==> src/rtl/dram_burst_if.sv <==
// Bus bundle between accelerator logic, the burst master and the single-port DRAM pins.
// The master modport belongs to the burst engine; slave is the accelerator/memory side.
interface dram_burst_if #(
   parameter int DATA = 32,
   parameter int ADDR = 28,
   parameter int LEN  = 8
);
   logic            req_valid;
   logic            req_ready;
   logic            req_write;
   logic [ADDR-1:0] req_addr;
   logic [LEN-1:0]  req_len;
   logic            wdata_valid;
   logic            wdata_ready;
   logic [DATA-1:0] wdata;
   logic            rdata_valid;
   logic            rdata_ready;
   logic [DATA-1:0] rdata;
   logic            rdata_last;
   logic            done;
   logic            mem_wr;
   logic [ADDR-1:0] mem_addr;
   logic [DATA-1:0] mem_din;
   logic [DATA-1:0] mem_dout;

   modport master (
      input  req_valid, req_write, req_addr, req_len,
      input  wdata_valid, wdata, rdata_ready, mem_dout,
      output req_ready, wdata_ready, rdata_valid, rdata, rdata_last, done,
      output mem_wr, mem_addr, mem_din
   );

   modport slave (
      output req_valid, req_write, req_addr, req_len,
      output wdata_valid, wdata, rdata_ready, mem_dout,
      input  req_ready, wdata_ready, rdata_valid, rdata, rdata_last, done,
      input  mem_wr, mem_addr, mem_din
   );
endinterface

==> src/rtl/dram_burst_master.sv <==
// Burst request engine for a single-port DRAM with 1-cycle registered read latency.
// Reads return through a 2-entry FIFO so consumer backpressure throttles issue without loss.
module dram_burst_master #(
   parameter int DATA = 32,
   parameter int ADDR = 28,
   parameter int LEN  = 8
) (
   input logic          clk,
   input logic          rst_n,
   dram_burst_if.master bus
);
   typedef enum logic [1:0] {S_IDLE, S_WRITE, S_READ, S_DRAIN} state_t;

   state_t          state_q, state_d;
   logic [ADDR-1:0] cur_addr_q, cur_addr_d;
   logic [LEN-1:0]  beats_left_q, beats_left_d;
   logic            inflight_q, inflight_d;
   logic            last_issued_q, last_issued_d;
   logic            done_q, done_d;
   logic [1:0]      fifo_count_q, fifo_count_d;
   logic            fifo_wr_ptr_q, fifo_rd_ptr_q;
   logic [DATA-1:0] fifo_data_q [2];
   logic [1:0]      fifo_last_q;

   logic            push, pop, head_valid, head_last, issue_ok, beat_adv;
   logic            req_ready, wdata_ready, mem_wr;
   logic [DATA-1:0] mem_din;

   assign head_valid = (fifo_count_q != 2'd0);
   assign head_last  = head_valid & fifo_last_q[fifo_rd_ptr_q];
   assign pop        = head_valid & bus.rdata_ready;
   assign push       = inflight_q;

   // At most two beats buffered or in flight; a same-cycle pop frees one slot.
   assign issue_ok = ({1'b0, fifo_count_q} + {2'b00, inflight_q}) < (3'd2 + {2'b00, pop});

   always_comb begin
      state_d       = state_q;
      cur_addr_d    = cur_addr_q;
      beats_left_d  = beats_left_q;
      inflight_d    = 1'b0;
      last_issued_d = 1'b0;
      done_d        = 1'b0;
      req_ready     = 1'b0;
      wdata_ready   = 1'b0;
      mem_wr        = 1'b0;
      mem_din       = '0;
      beat_adv      = 1'b0;
      case (state_q)
         S_IDLE: begin
            req_ready = 1'b1;
            if (bus.req_valid) begin
               cur_addr_d   = bus.req_addr;
               beats_left_d = bus.req_len;
               state_d      = bus.req_write ? S_WRITE : S_READ;
            end
         end
         S_WRITE: begin
            wdata_ready = 1'b1;
            mem_wr      = bus.wdata_valid;
            mem_din     = bus.wdata;
            if (bus.wdata_valid) begin
               beat_adv = 1'b1;
               if (beats_left_q == '0) begin
                  state_d = S_IDLE;
                  done_d  = 1'b1;
               end
            end
         end
         S_READ: begin
            if (issue_ok) begin
               beat_adv   = 1'b1;
               inflight_d = 1'b1;
               if (beats_left_q == '0) begin
                  last_issued_d = 1'b1;
                  state_d       = S_DRAIN;
               end
            end
         end
         S_DRAIN: begin
            if (pop && head_last) begin
               state_d = S_IDLE;
               done_d  = 1'b1;
            end
         end
         default: state_d = S_IDLE;
      endcase
      if (beat_adv) begin
         cur_addr_d = cur_addr_q + ADDR'(1);
         if (beats_left_q != '0) beats_left_d = beats_left_q - LEN'(1);
      end
   end

   always_comb begin
      fifo_count_d = fifo_count_q;
      case ({push, pop})
         2'b10:   fifo_count_d = fifo_count_q + 2'd1;
         2'b01:   fifo_count_d = fifo_count_q - 2'd1;
         default: fifo_count_d = fifo_count_q;
      endcase
   end

   always_ff @(posedge clk or negedge rst_n) begin
      if (!rst_n) begin
         state_q       <= S_IDLE;
         cur_addr_q    <= '0;
         beats_left_q  <= '0;
         inflight_q    <= 1'b0;
         last_issued_q <= 1'b0;
         done_q        <= 1'b0;
         fifo_count_q  <= 2'd0;
         fifo_wr_ptr_q <= 1'b0;
         fifo_rd_ptr_q <= 1'b0;
      end else begin
         state_q       <= state_d;
         cur_addr_q    <= cur_addr_d;
         beats_left_q  <= beats_left_d;
         inflight_q    <= inflight_d;
         last_issued_q <= last_issued_d;
         done_q        <= done_d;
         fifo_count_q  <= fifo_count_d;
         if (push) fifo_wr_ptr_q <= ~fifo_wr_ptr_q;
         if (pop)  fifo_rd_ptr_q <= ~fifo_rd_ptr_q;
      end
   end

   // Captured read data is gated by the count, so storage needs no reset.
   always_ff @(posedge clk) begin
      if (push) begin
         fifo_data_q[fifo_wr_ptr_q] <= bus.mem_dout;
         fifo_last_q[fifo_wr_ptr_q] <= last_issued_q;
      end
   end

   assign bus.req_ready   = req_ready;
   assign bus.wdata_ready = wdata_ready;
   assign bus.mem_wr      = mem_wr;
   assign bus.mem_din     = mem_din;
   assign bus.mem_addr    = cur_addr_q;
   assign bus.rdata_valid = head_valid;
   assign bus.rdata       = head_valid ? fifo_data_q[fifo_rd_ptr_q] : '0;
   assign bus.rdata_last  = head_last;
   assign bus.done        = done_q;
endmodule

==> src/flat_wrapper.sv <==
// flat-port wrapper written by rule: the top's interface ports become plain ports
module dram_burst_master_flat 
#(
   parameter int DATA = 32,
   parameter int ADDR = 28,
   parameter int LEN  = 8
)
  (clk, rst_n, bus_req_valid, bus_req_write, bus_req_addr, bus_req_len, bus_wdata_valid, bus_wdata, bus_rdata_ready, bus_mem_dout, bus_req_ready, bus_wdata_ready, bus_rdata_valid, bus_rdata, bus_rdata_last, bus_done, bus_mem_wr, bus_mem_addr, bus_mem_din);
  dram_burst_if #(.DATA(DATA), .ADDR(ADDR), .LEN(LEN)) bus_i ();
  input logic clk;
  input logic rst_n;
  input wire logic [$bits(bus_i.req_valid)-1:0] bus_req_valid;
  input wire logic [$bits(bus_i.req_write)-1:0] bus_req_write;
  input wire logic [$bits(bus_i.req_addr)-1:0] bus_req_addr;
  input wire logic [$bits(bus_i.req_len)-1:0] bus_req_len;
  input wire logic [$bits(bus_i.wdata_valid)-1:0] bus_wdata_valid;
  input wire logic [$bits(bus_i.wdata)-1:0] bus_wdata;
  input wire logic [$bits(bus_i.rdata_ready)-1:0] bus_rdata_ready;
  input wire logic [$bits(bus_i.mem_dout)-1:0] bus_mem_dout;
  output wire logic [$bits(bus_i.req_ready)-1:0] bus_req_ready;
  output wire logic [$bits(bus_i.wdata_ready)-1:0] bus_wdata_ready;
  output wire logic [$bits(bus_i.rdata_valid)-1:0] bus_rdata_valid;
  output wire logic [$bits(bus_i.rdata)-1:0] bus_rdata;
  output wire logic [$bits(bus_i.rdata_last)-1:0] bus_rdata_last;
  output wire logic [$bits(bus_i.done)-1:0] bus_done;
  output wire logic [$bits(bus_i.mem_wr)-1:0] bus_mem_wr;
  output wire logic [$bits(bus_i.mem_addr)-1:0] bus_mem_addr;
  output wire logic [$bits(bus_i.mem_din)-1:0] bus_mem_din;
  assign bus_i.req_valid = bus_req_valid;
  assign bus_i.req_write = bus_req_write;
  assign bus_i.req_addr = bus_req_addr;
  assign bus_i.req_len = bus_req_len;
  assign bus_i.wdata_valid = bus_wdata_valid;
  assign bus_i.wdata = bus_wdata;
  assign bus_i.rdata_ready = bus_rdata_ready;
  assign bus_i.mem_dout = bus_mem_dout;
  assign bus_req_ready = bus_i.req_ready;
  assign bus_wdata_ready = bus_i.wdata_ready;
  assign bus_rdata_valid = bus_i.rdata_valid;
  assign bus_rdata = bus_i.rdata;
  assign bus_rdata_last = bus_i.rdata_last;
  assign bus_done = bus_i.done;
  assign bus_mem_wr = bus_i.mem_wr;
  assign bus_mem_addr = bus_i.mem_addr;
  assign bus_mem_din = bus_i.mem_din;
  dram_burst_master #(.DATA(DATA), .ADDR(ADDR), .LEN(LEN)) u_core (.clk(clk), .rst_n(rst_n), .bus(bus_i));
endmodule
==> config.mk <==
export PLATFORM = sky130hd
export DESIGN_NAME = dram_burst_master_flat
export DESIGN_NICKNAME = d
export VERILOG_FILES = /design/src/rtl/dram_burst_if.sv /design/src/rtl/dram_burst_master.sv /design/src/flat_wrapper.sv
export SDC_FILE = /design/constraint.sdc
export NUM_CORES = 1
export LEC_CHECK = 0
export CORE_ASPECT_RATIO = 1.5
export CORE_MARGIN = 5
export CORE_UTILIZATION = 45
export DETAILED_ROUTE_END_ITERATION = 6
export GPL_TIMING_DRIVEN = 0
export PLACE_DENSITY = 0.81
export SYNTH_ARGS = -nofsm -noshare
export SYNTH_HDL_FRONTEND = slang
export SYNTH_SLANG_ARGS = --single-unit
export TNS_END_PERCENT = 50
==> constraint.sdc <==
create_clock -name clk -period 3.22 [get_ports clk]
set_input_delay 0.483 -clock clk [delete_from_list [all_inputs] [get_ports clk]]
set_output_delay 0.483 -clock clk [all_outputs]
set_load 0.005 [all_outputs]
==> impl_metrics.yaml <==
status:
  status: "finished, final reports clean"
die:
  dieArea_mm2: 0.0145
  floorplan.die.height_um: 145
  core_mm2: 0.0120
  initial_core_util_pct: 45.7
  num_rows: 49
  design.portCount: 204
  die_width_um: 100
critical_path:
  crit_fanout: 10
  timing.critical_path.arrival_ns: 2.50
  timing.critical_path.to_type: "output pin"
  max_stage_delay_ns: 0.62
  worst_path_required_time_ns: 2.74
  path_common_cell: "sky130_fd_sc_hd__clkbuf_1"
  start_kind: "flop"
  timing.critical_path.cells: "clkbuf_1 -> clkbuf_1 -> mux2i_1 -> nor2_1 -> clkdlybuf4s50_1"
  crit_slowest_cell: "sky130_fd_sc_hd__clkbuf_1"
  critical_path_class: "reg2out"
logic_synthesis:
  synthTopCellsByCount: "sky130_fd_sc_hd__edfxtp_1, sky130_fd_sc_hd__nor2_1, sky130_fd_sc_hd__dfrtp_1"
  number_of_synthesized_flops_with_an_enable_pin: 66
  ys_seq_area_share_pct: 56.9
  netlist.area_leader.share_pct: 36.3
  ys_top_cells_by_area: "sky130_fd_sc_hd__edfxtp_1, sky130_fd_sc_hd__dfrtp_1, sky130_fd_sc_hd__mux2i_1"
  post_synth.cell_area_avg_um2: 11.2
  post_synthesis_instance_area_mm2: 0.00546
  dominantRegCellSynth: "sky130_fd_sc_hd__edfxtp_1"
  synth.yosys.warnings: 0
  synth_seq_cells: 111
  synth.most_common_cell: "sky130_fd_sc_hd__edfxtp_1"
  asyncSetResetFlopFracSynth_pct: 40.5
  yosys.cell_types.count: 63
  synth.net_count: 604
  postSynthCellCount: 488
  yosysTopAreaCell: "sky130_fd_sc_hd__edfxtp_1"
clock_network:
  numCtsBuffers: 9
  htreeDepth: 3
  tritoncts: "built"
  clk_root_buffer_cell: "sky130_fd_sc_hd__clkbuf_16"
  cts_hold_buf: 0
  clkLatencyLatePin_ns: 0.35
  cts_buffer_depth: 2
  post_cts.repair.setup_buffers: 0
  numClockSinks: 111
  cts.reportedPaths.clkPinSlew_ns: 0.08
  post_cts_resized: 0
global_routing:
  grt_pass1_vias: 4979
  track_usage_pct: 21.6
  maximum_number_of_pins_on_one_net_before_global_route_repair: 34
  grt_pass1_wl_um: 25200
  overflow: 0
  antenna_violations_before_repair: 0
final_layout:
  multi_input_comb_area_mm2: 0.00220
  number_of_nets_in_the_layout: 819
  synthToLayoutAreaGrowth_pct: 46.6
  seq_area_mm2: 0.00311
  layout.filler_cells: 935
  post_layout_nonfiller_instances: 861
  share_of_layout_cells_above_drive_strength_1_pct: 4.94
  num_antenna_cells: 0
timing:
  achievable-frequency_mhz: 335
  timing.slew.headroom_pct: 36.7
  fin_crit_sh_pct: 92.7
  worst-slew-pin-transition_ns: 0.947
  setup-tns-final_ns: 0
  setup-violations-final: 0
  unrepaired_setup_endpoints_after_global_routing: "false"
  layout_min_cycle_time_ns: 2.98
  report.final.hold_viol_count: 0
  fin_ws_ns: 0.236
  finalHoldWorstSlack_ns: 0.0338
  timing_max_transition_violations_final: 0
  final.setup_skew_ns: 0.00916
power:
  power.static_leakage_nw: 3.14
  vdd_drop_max_mv: 0.466
  power_density_mw_per_mm2: 852
  clkPwrFrac_pct: 16.1
  sequential_fraction_of_design_power_pct: 33.5
  switching_share_pct: 37.9
  comb_power_share_pct: 50.4
  total_switching_power_mw: 2.59
  cell_internal_pwr_mw: 4.24
route:
  drt_pre_antenna_iters: 5
  drt_iter0_markers: 258
  antenna_violating_nets_post_route: 0
  vias: 4724
  drt-total-wl_um: 15700
  drc: 0
  detailed_route_vias_per_instance: 5.49
  route.detailed.wl_per_inst_um: 18.3
placed_design:
  gp_congestion: 0.906
  place.detailed.hpwl_um: 12200
  preCtsSetupSlack_ns: 0.529
  buffer_ports.inserted: 203
  post-place-cells: 845
worst_hold_path:
  timing.hold.worst.class: "in2async"
job:
  number_of_maximum_capacitance_constraint_violations: 0
-- area by class of cell --
| cell class | count | share of cell area [%] |
|---|---|---|
| clock inverters | 7 | 0.906 |
| plain buffers | 22 | 1.17 |
| flip-flops and latches | 111 | 38.8 |
| repair buffers | 204 | 25.6 |
| clock buffers | 9 | 2.81 |
| inverters | 19 | 0.891 |
| multi-input cells | 336 | 27.5 |
| well taps | 153 | 2.39 |
-- layer usage --
layer  part of all wire [%]  GRT usage, %
met2                     51          37.7
met3                    7.9          5.76
met5                      0             0
met1                     38          25.3
met4                    3.0          7.25
-- final timing paths --
path	start	endpoint	slack, ns	depth (start not counted)
worst max-delay path	u_core.fifo_rd_ptr_q	bus_rdata[23]	0.24	5
worst min-delay path	rst_n	u_core.bus.mem_addr[7]	0.03	1
worst max register to register	u_core.fifo_count_q[0]	u_core.bus.mem_addr[22]	0.57	8
worst min register to register	u_core.last_issued_q	u_core.fifo_last_q[0]	0.44	0
max in group asynchronous	rst_n	u_core.bus.mem_addr[17]	2.68	2
min in group clk	u_core.last_issued_q	u_core.fifo_last_q[0]	0.44	0
-- critical path, delay by kind of cell, from the launching register on --
kind	cells	cell delay, ns
buffers and inverters	3	1.49
flip-flops	1	0.32
multiplexers	1	0.20
AND/OR/NAND/NOR	1	0.14
-- registers in the layout, summed over array words and instances, names as in the netlist --
register / flops
u_core.beats_left_q: 8
u_core.bus.done: 1
u_core.bus.mem_addr: 28
u_core.fifo_count_q: 2
u_core.fifo_data_q: 64
u_core.fifo_last_q: 2
u_core.fifo_rd_ptr_q: 1
u_core.fifo_wr_ptr_q: 1
u_core.inflight_q: 1
u_core.last_issued_q: 1
u_core.state_q: 2
-- placed cells by master, fill, tap and decap left out, types with 4 or more instances in the layout --
cell / Yosys / layout
sky130_fd_sc_hd__clkdlybuf4s50_1: 0 / 202
sky130_fd_sc_hd__edfxtp_1: 66 / 66
sky130_fd_sc_hd__nor2_1: 59 / 58
sky130_fd_sc_hd__dfrtp_1: 45 / 45
sky130_fd_sc_hd__and2_1: 41 / 40
sky130_fd_sc_hd__mux2i_1: 38 / 38
sky130_fd_sc_hd__nand3_1: 23 / 23
sky130_fd_sc_hd__nand2_1: 21 / 21
sky130_fd_sc_hd__inv_1: 19 / 19
sky130_fd_sc_hd__o21ai_0: 17 / 17
sky130_fd_sc_hd__a21oi_1: 15 / 15
sky130_fd_sc_hd__clkbuf_1: 14 / 14
sky130_fd_sc_hd__nor3_1: 13 / 13
sky130_fd_sc_hd__nand4_1: 11 / 11
sky130_fd_sc_hd__and3_1: 10 / 10
sky130_fd_sc_hd__ha_1: 10 / 10
sky130_fd_sc_hd__clkbuf_16: 0 / 9
sky130_fd_sc_hd__buf_2: 6 / 7
sky130_fd_sc_hd__a211oi_1: 6 / 6
sky130_fd_sc_hd__o211a_1: 4 / 4
sky130_fd_sc_hd__a311oi_1: 4 / 4
-- through the flow --
stage / instance area [um2] / util [%] / power (mW)
2_1_floorplan: 5460 / - / 4.01
3_3_place_gp: 7690 / 64.3 / 5.60
3_5_place_dp: 7710 / 64.5 / 5.73
4_1_cts: 8010 / 67.0 / 6.86
5_1_grt: 8010 / 67.0 / 7.28
6_report: 8010 / 67.0 / 6.82
-- logic make-up after synthesis --
group | count (synthesis) | share of synthesized area, %
multiplexers | 38 | 6.96
adder cells (fa/ha/maj) | 10 | 2.29
AO/OA/AOI/OAI | 83 | 10.8
AND/OR/NAND/NOR | 200 | 19.2
flip-flops | 111 | 56.9
buffers and inverters | 41 | 3.02
XOR/XNOR | 5 | 0.802
-- power by group through the flow --
| stage | logic, mW | registers (mW) | clock network, mW |
|---|---|---|---|
| 3_3_place_gp | 3.33 | 2.27 | 0 |
| 2_1_floorplan | 1.80 | 2.22 | 0 |
| 3_5_place_dp | 3.44 | 2.29 | 0 |
| 4_1_cts | 3.46 | 2.27 | 1.12 |
| 6_report | 3.44 | 2.28 | 1.10 |
| 5_1_grt | 3.75 | 2.34 | 1.19 |
(Power assumes the default switching activity.)
